`config.mk`:
```
export PLATFORM = sky130hd
export DESIGN_NAME = mult_wb_buffer
export DESIGN_NICKNAME = d
export VERILOG_FILES = /design/src/rtl/mult_wb_buffer_pkg.sv /design/src/rtl/mult_wb_fifo.sv /design/src/rtl/mult_wb_buffer.sv
export SDC_FILE = /design/constraint.sdc
export NUM_CORES = 1
export LEC_CHECK = 0
export ABC_AREA = 0
export BUFFER_PORTS_ARGS = -buffer_cell sky130_fd_sc_hd__buf_4
export CAP_MARGIN = 20
export CELL_PAD_IN_SITES_DETAIL_PLACEMENT = 0
export CELL_PAD_IN_SITES_GLOBAL_PLACEMENT = 2
export CORE_AREA = 2 2 149 166
export DETAILED_ROUTE_END_ITERATION = 10
export DIE_AREA = 0 0 151 168
export GPL_TIMING_DRIVEN = 0
export HOLD_SLACK_MARGIN = 0.06
export PLACE_DENSITY_LB_ADDON = 0.1
export SETUP_SLACK_MARGIN = 0.3
export SLEW_MARGIN = 20
export SYNTH_ARGS = -nofsm -noshare
export SYNTH_HDL_FRONTEND = slang
export SYNTH_HIERARCHICAL = 1
export SYNTH_SLANG_ARGS = --single-unit
```
`constraint.sdc`:
```
create_clock -name clk_i -period 9.1 [get_ports clk_i]
set_input_delay 1.82 -clock clk_i [delete_from_list [all_inputs] [get_ports clk_i]]
set_output_delay 1.82 -clock clk_i [all_outputs]
set_load 0.01 [all_outputs]
```
`src/rtl/mult_wb_buffer_pkg.sv`:
```
// Shared configuration and entry types for the multiplier writeback buffer.
// Holds config_pkg (core widths) and ariane_pkg (entry layout, default depth).
package config_pkg;

  typedef struct packed {
    int unsigned XLEN;
    int unsigned TRANS_ID_BITS;
  } cva6_cfg_t;

  localparam cva6_cfg_t cva6_cfg_empty = '{XLEN: 32'd64, TRANS_ID_BITS: 32'd3};

endpackage

package ariane_pkg;

  localparam int unsigned MULT_WB_DEPTH_DEFAULT = 4;

  typedef struct packed {
    logic [config_pkg::cva6_cfg_empty.XLEN-1:0]          result;
    logic [config_pkg::cva6_cfg_empty.TRANS_ID_BITS-1:0] trans_id;
  } mult_wb_entry_t;

endpackage

```
`src/rtl/mult_wb_fifo.sv`:
```
// In-order storage for mult/div results: pointers, occupancy count and memory.
// Outputs read as zero while empty; the memory itself is never reset.
module mult_wb_fifo
  import ariane_pkg::*;
#(
  parameter type         entry_t = mult_wb_entry_t,
  parameter int unsigned DEPTH   = MULT_WB_DEPTH_DEFAULT
) (
  input  logic                     clk_i,
  input  logic                     rst_i,
  input  logic                     flush_i,
  input  logic                     push_i,
  input  logic                     pop_i,
  input  entry_t                   data_i,
  output entry_t                   data_o,
  output logic [$clog2(DEPTH):0]   count_o,
  output logic                     full_o,
  output logic                     empty_o
);

  localparam int unsigned PW = $clog2(DEPTH);
  localparam int unsigned CW = PW + 1;

  logic [PW-1:0] rptr;
  logic [PW-1:0] wptr;
  logic [CW-1:0] count;
  entry_t        mem [DEPTH];
  logic          do_push;
  logic          do_pop;

  assign full_o  = (count == CW'(DEPTH));
  assign empty_o = (count == '0);
  assign count_o = count;

  // A push into a full FIFO is only taken when the head leaves in the same cycle.
  assign do_pop  = pop_i & ~empty_o;
  assign do_push = push_i & (~full_o | do_pop);

  always_ff @(posedge clk_i) begin
    if (rst_i || flush_i) begin
      rptr  <= '0;
      wptr  <= '0;
      count <= '0;
    end else begin
      if (do_push) wptr <= wptr + PW'(1);
      if (do_pop)  rptr <= rptr + PW'(1);
      count <= count + CW'(do_push) - CW'(do_pop);
    end
  end

  always_ff @(posedge clk_i) begin
    if (!rst_i && !flush_i && do_push) mem[wptr] <= data_i;
  end

  always_comb begin
    data_o = '0;
    if (!empty_o) data_o = mem[rptr];
  end

endmodule

```
`src/rtl/mult_wb_buffer.sv`:
```
// Writeback buffer for the non-stallable mult/div unit with issue credit tracking.
// Optional macro MULT_WB_BYPASS_EN adds a zero-latency path when the buffer is empty.
module mult_wb_buffer
  import ariane_pkg::*;
#(
  parameter config_pkg::cva6_cfg_t CVA6Cfg = config_pkg::cva6_cfg_empty,
  parameter int unsigned           DEPTH   = MULT_WB_DEPTH_DEFAULT
) (
  input  logic                             clk_i,
  input  logic                             rst_i,
  input  logic                             flush_i,
  input  logic                             issue_fire_i,
  output logic                             issue_ready_o,
  input  logic                             in_valid_i,
  input  logic [CVA6Cfg.XLEN-1:0]          in_result_i,
  input  logic [CVA6Cfg.TRANS_ID_BITS-1:0] in_trans_id_i,
  output logic                             wb_valid_o,
  input  logic                             wb_ready_i,
  output logic [CVA6Cfg.XLEN-1:0]          wb_result_o,
  output logic [CVA6Cfg.TRANS_ID_BITS-1:0] wb_trans_id_o,
  output logic                             overflow_o
);

  localparam int unsigned XLEN = CVA6Cfg.XLEN;
  localparam int unsigned TIDW = CVA6Cfg.TRANS_ID_BITS;
  localparam int unsigned CW   = $clog2(DEPTH) + 1;

  // Same layout as mult_wb_entry_t, sized from this instance's configuration.
  typedef struct packed {
    logic [XLEN-1:0] result;
    logic [TIDW-1:0] trans_id;
  } entry_t;

  entry_t        in_entry;
  entry_t        head;
  entry_t        out_entry;
  logic [CW-1:0] count;
  logic [CW-1:0] inflight;
  logic          full;
  logic          empty;
  logic          push_req;
  logic          fifo_push;
  logic          pop;

  assign in_entry = '{result: in_result_i, trans_id: in_trans_id_i};
  assign push_req = in_valid_i & ~flush_i;
  assign pop      = ~empty & wb_ready_i;

`ifdef MULT_WB_BYPASS_EN
  logic present;
  logic bypass_take;

  // Empty buffer shows the incoming result directly; it is stored only if not taken now.
  assign present     = empty & push_req;
  assign bypass_take = present & wb_ready_i;
  assign wb_valid_o  = ~empty | present;
  assign out_entry   = present ? in_entry : head;
  assign fifo_push   = push_req & ~bypass_take;
`else
  assign wb_valid_o  = ~empty;
  assign out_entry   = head;
  assign fifo_push   = push_req;
`endif

  assign wb_result_o   = out_entry.result;
  assign wb_trans_id_o = out_entry.trans_id;

  mult_wb_fifo #(
    .entry_t (entry_t),
    .DEPTH   (DEPTH)
  ) u_fifo (
    .clk_i   (clk_i),
    .rst_i   (rst_i),
    .flush_i (flush_i),
    .push_i  (fifo_push),
    .pop_i   (pop),
    .data_i  (in_entry),
    .data_o  (head),
    .count_o (count),
    .full_o  (full),
    .empty_o (empty)
  );

  always_ff @(posedge clk_i) begin
    if (rst_i) begin
      overflow_o <= 1'b0;
    end else if (fifo_push && full && !pop) begin
      overflow_o <= 1'b1;
    end
  end

  always_ff @(posedge clk_i) begin
    if (rst_i || flush_i) begin
      inflight <= '0;
    end else begin
      case ({issue_fire_i, in_valid_i})
        2'b10:   if (inflight != CW'(DEPTH)) inflight <= inflight + CW'(1);
        2'b01:   if (inflight != '0)         inflight <= inflight - CW'(1);
        default: inflight <= inflight;
      endcase
    end
  end

  assign issue_ready_o = ((CW+1)'(count) + (CW+1)'(inflight)) < (CW+1)'(DEPTH);

endmodule

```
Yosys cells after proc, flatten, opt, wreduce, memory -nomap -nowiden --
Memory sizes are Yosys's and may differ from the RTL's. A register that Yosys moved wholly into a read port is not among the register bits. Index checks and enable logic that the tools add are counted.
Word-level totals: register bits 11, input port bits 73, memories kept 1, RAM bits 268, output and inout bits 70, word-level logic and storage cells 48
Memories:
- u_fifo.mem | depth 4, bits a word 67, rd ports 1, clocked after memory_dff 1, write ports 1, line mult_wb_fifo.sv:27 | entry_t mem [DEPTH];
Operators by class: multiplexer cells 8, magnitude comparators 1, equal/unequal tests 6, $add $sub $neg 7, bitwise gates (word level) 8, reductions and logical operators 12
Operator list (count):
- $mux 67 | 1
- $mux 3 | 2
- $pmux 3 s2 | 1
- $add 2x1->2 const B | 2
- $add 3x3->4 | 1
- $and 1x1->1 | 4
- $logic_and 1x1->1 | 4
- $lt 4x3->1 const B | 1
- $mux 2 | 2
- $ne 2x2->1 const B | 2
- $add 3x1->3 | 1
- $add 3x1->3 const B | 1
- $eq 3x3->1 const B | 1
- $logic_not 1->1 | 3
- $logic_not 3->1 | 1
- $ne 3x3->1 const B | 1
- $not 1->1 | 3
- $reduce_and 3->1 | 1
- $reduce_bool 3->1 | 1
- $sub 3x1->3 | 1
- $sub 3x1->3 const B | 1
- $eq 2x1->1 const B | 1
- $eq 2x2->1 const B | 1
- $mux 1 | 2
- 3 further kinds | 3

Longest topological paths before layout --
word-level depth 9, mapped depth 12, gate-level depth less buffers 11

Cells and area by module --
Netlist, hierarchy kept.
Modules (own cells, without submodules):
- mult_wb_fifo | times used 1, cells each 471, area each 10616.4 µm²
- mult_wb_buffer | times used 1, cells each 44, area each 369.1 µm²

Least setup slack after synthesis --
OpenSTA, ideal clock, no wires.
path kind input port to flip-flop, start point input port in_valid_i, end point memory u_fifo/mem[0][0] (netlist bit) (enable), setup time 433 ps, stages 4, path buffers 1, arrival time 4186 ps, path slack 4482 ps, cell sequence buf_6 -> nor2b_1 -> a21boi_1 -> and3_1
On the way: cells in the longest elaborated chain, start to end 5
RTL lines:
- from (decl) | line mult_wb_buffer.sv:14 | input logic in_valid_i,
- $and 1x1->1 | line mult_wb_buffer.sv:46 | assign push_req = in_valid_i & ~flush_i;
- net fifo_push | line mult_wb_buffer.sv:42 | logic fifo_push;
- $and 1x1->1 | line mult_wb_fifo.sv:37 | assign do_push = push_i & (~full_o | do_pop);
- $logic_and 1x1->1 | line mult_wb_fifo.sv:52 | if (!rst_i && !flush_i && do_push) mem[wptr] <= data_i;
- $mux 1 | line mult_wb_fifo.sv:52
- $mux 1 (implied by the code) | line mult_wb_fifo.sv:52
- to (decl) | line mult_wb_fifo.sv:27
The timed path passes the listed nets, and every way through them passes these cells.

Worst setup path in the final report --
start point register u_fifo.count[1], in the netlist u_fifo/count_o[1], end point output port wb_result_o[46]
On the way: cells in the longest elaborated chain, start to end 2
RTL lines:
- from (decl) | line mult_wb_fifo.sv:26 | logic [CW-1:0] count;
- from (signal assigned) | line mult_wb_fifo.sv:47 | count <= count + CW'(do_push) - CW'(do_pop);
- $logic_not 3->1 | line mult_wb_fifo.sv:32 | assign empty_o = (count == '0);
- $mux 67 | line mult_wb_fifo.sv:57 | if (!empty_o) data_o = mem[rptr];
- to (decl) | line mult_wb_buffer.sv:19 | output logic [CVA6Cfg.XLEN-1:0] wb_result_o,
Every way passes these cells.

==> results.cfg <==
[layout]
drive_gt1_share_pct = 38.7
fin_nets = 773
multi_input_area_um2 = 2470
syn2layout_area_growth_pct = 22.2
regArea_um2 = 8310
antennaDiodeCount = 0
nFillCells = 1902

[setup_path]
start_kind = flip-flop
required_ns = 7.28
cp.arrival_ns = 2.49
critPathTopFamily = buffers and inverters
crit_buf_inv = 3
crit_chain = nor3_2, clkbuf_1, buf_2, nor2b_1, buf_4
worstPathMaxFanout = 10
slowest_delay_ns = 0.50
path_class = reg -> out
critical-path-slowest-cell = clkbuf_1
end_kind = primary output

[synthesis]
async_reset_ff_share_pct = 0
yosysTopAreaCell = edfxtp_1
syn_area_per_cell_um2 = 21.3
syn-cell-area_um2 = 11000
syn-num-nets = 597
synth.distinct_cells = 42
ys.flop_type = edfxtp_1
synth_top_area_share_pct = 73.3
synth_seq_cells = 281
synth_edf_count = 268
synthCells = 515
synth.area.top_cells = edfxtp_1 (73%), mux4_2 (14%), nor2b_1 (3.9%), dfxtp_1 (2.4%), ha_1 (0.91%)
yosysSeqAreaShare_pct = 75.6
ys_warn_count = 6

[die]
initial_utilization_pct = 46.0
core-area_um2 = 23900
dieHeight_um = 168
io_pins = 143
die_w_um = 151
die_area_um2 = 25400
placementRows = 60

[global_routing]
grt_max_degree = 36
grt_first_pass_wirelength_um = 31700
grt_pass1_vias = 5738
antenna_found_initial = 0
grt-ovfl-total = 0
gr-usage-all-layers_pct = 16.5

[cts]
clock_sinks = 281
htreeDepth = 1
hold_buffers = 0
post_cts_buffers = 0
cts_buffer_depth = 3
cts_resized = 0
cts.clk_slew.worst_paths_ns = 0.06
cts_tree = done
cts_root_buffer = clkbuf_16
numCtsBuffers = 29
insertion_delay_ns = 0.52

[power_and_ir_drop]
vdd_drop_max_mv = 0.123
power.leakage_nw = 4.52
power_density_nw_per_um2 = 194

[routing]
wl_per_cell_um = 20.1
vias = 5307
drt_pass1_iterations = 4
route.detailed.drc = 0
drt_iter0_markers = 272
via_per_inst = 5.19
antenna_left = 0
routed_wl_um = 20600

[sta]
setup_slack_ns = 4.79
fin_tns_setup_ns = 0
finalCriticalPeriod_ns = 4.31
clock.fmax_mhz = 232
max-slew-margin-rel_pct = 54.4
whs_ns = 0.510
period_share_pct = 47.3
finalHoldViolations = 0
worst_pin_slew_ns = 0.683
clock_skew_ns = 0.00686
finalSetupViolations = 0
slew_viol_final = 0
rsz0062_at_grt = no

[job]
cap_viol_max_count = 0

[hold_path]
min_path_type = reg -> reg

[placed_design]
io_buffers = 141
dp_hpwl_um = 12800
place_ws_ns = 4.86
routabilityCongestion = 0.729

[run_status]
outcome = finished clean
-- cell type report --
class,count,area share [%]
clock buffers,35,5.57
flip-flops and latches,281,61.9
clock inverters,18,0.997
plain buffers,26,1.48
well taps,310,2.89
multi-input cells,201,18.4
repair buffers,145,8.54
inverters,7,0.196
-- logic make-up (layout without fill, tap and decap cells) --
logic type | count (synthesis) | in the layout | share of synthesized area (%)
buf+inv | 33 | 231 | 2.05
compound gates | 13 | 13 | 0.911
simple gates | 102 | 102 | 5.76
flops | 281 | 281 | 75.6
fa+ha+maj | 9 | 9 | 1.09
xor+xnor | 8 | 8 | 0.638
mux | 69 | 69 | 13.9
-- cell usage in the layout, fill, tap and decap left out, types with 2 or more instances in the layout --
| cell type | n |
|---|---|
| nor2_1 | 4 |
| clkbuf_16 | 29 |
| clkinv_1 | 7 |
| buf_4 | 144 |
| o21ai_0 | 2 |
| buf_2 | 8 |
| edfxtp_1 | 268 |
| ha_1 | 8 |
| nand2b_1 | 2 |
| nand2_1 | 4 |
| xor2_1 | 4 |
| nor2b_1 | 69 |
| nor3_1 | 6 |
| xnor2_1 | 4 |
| bufinv_16 | 2 |
| dfxtp_1 | 13 |
| buf_6 | 2 |
| mux4_2 | 67 |
| and2_1 | 2 |
| and4b_1 | 2 |
| buf_1 | 3 |
| mux2i_1 | 2 |
| and3_4 | 4 |
| clkbuf_1 | 12 |
| inv_1 | 7 |
| buf_12 | 7 |
| clkinv_2 | 8 |
| o31ai_1 | 2 |
-- routing by layer --
metal / vias up / GRT usage (%) / part of all wire (%)
met5: - / 0 / 0
met4: 0 / 4.10 / 1.8
met3: 29 / 3.01 / 4.8
met2: 114 / 28.5 / 52
met1: 2743 / 21.9 / 41
li1: 2421 / - / -
-- per-stage QoR --
step / power (mW) / std cells / area (um2) / utilization (%)
after floorplan: 1.49 / 515 / 11000 / -
after global placement: 1.54 / 966 / 12400 / 52.1
after detailed placement: 1.55 / 970 / 12500 / 52.5
after CTS: 2.64 / 1023 / 13400 / 56.2
after global routing: 2.70 / 1023 / 13400 / 56.2
final: 2.61 / 1023 / 13400 / 56.2
-- registers in the layout (all words and copies together) (netlist names), named ones only --
name and count:
u_fifo/count_o 3, u_fifo/rptr 2, u_fifo/mem 268, inflight 3, overflow_o 1, u_fifo/wptr 2
-- tightest hold or removal path, cell delays in order (launching register included) --
cell	delay, ns
dfxtp_1	0.34
a31oi_1	0.05
nor2_1	0.08
-- report_power, final --
part	switching (mW)	internal, mW
Combinational	0.0461	0.0464
Clock	0.454	0.637
Sequential	0.00260	1.42
Total	0.502	2.11
-- Yosys cell counts, types with 2 or more instances --
cell and number:
and2_1 2, and3_1 5, and4b_1 2, buf_1 3
buf_12 4, buf_2 8, buf_4 3, buf_6 2
clkbuf_1 6, dfxtp_1 13, edfxtp_1 268, ha_1 8
inv_1 7, mux2i_1 2, mux4_2 67, nand2_1 4
nand2b_1 2, nor2_1 4, nor2b_1 69, nor3_1 6
o21ai_0 2, o31ai_1 2, xnor2_1 4, xor2_1 4
-- worst paths after layout --
check | startpoint | to | slack [ns] | cells after the start
setup / recovery | u_fifo/count_o[1] | wb_result_o[46] | 4.79 | 5
hold reg to reg | overflow_o | overflow_o | 0.51 | 2
hold / removal | overflow_o | overflow_o | 0.51 | 2
setup reg to reg | u_fifo/count_o[1] | u_fifo/count_o[2] | 5.84 | 12
Note: power is estimated with default switching activity, not from simulation.
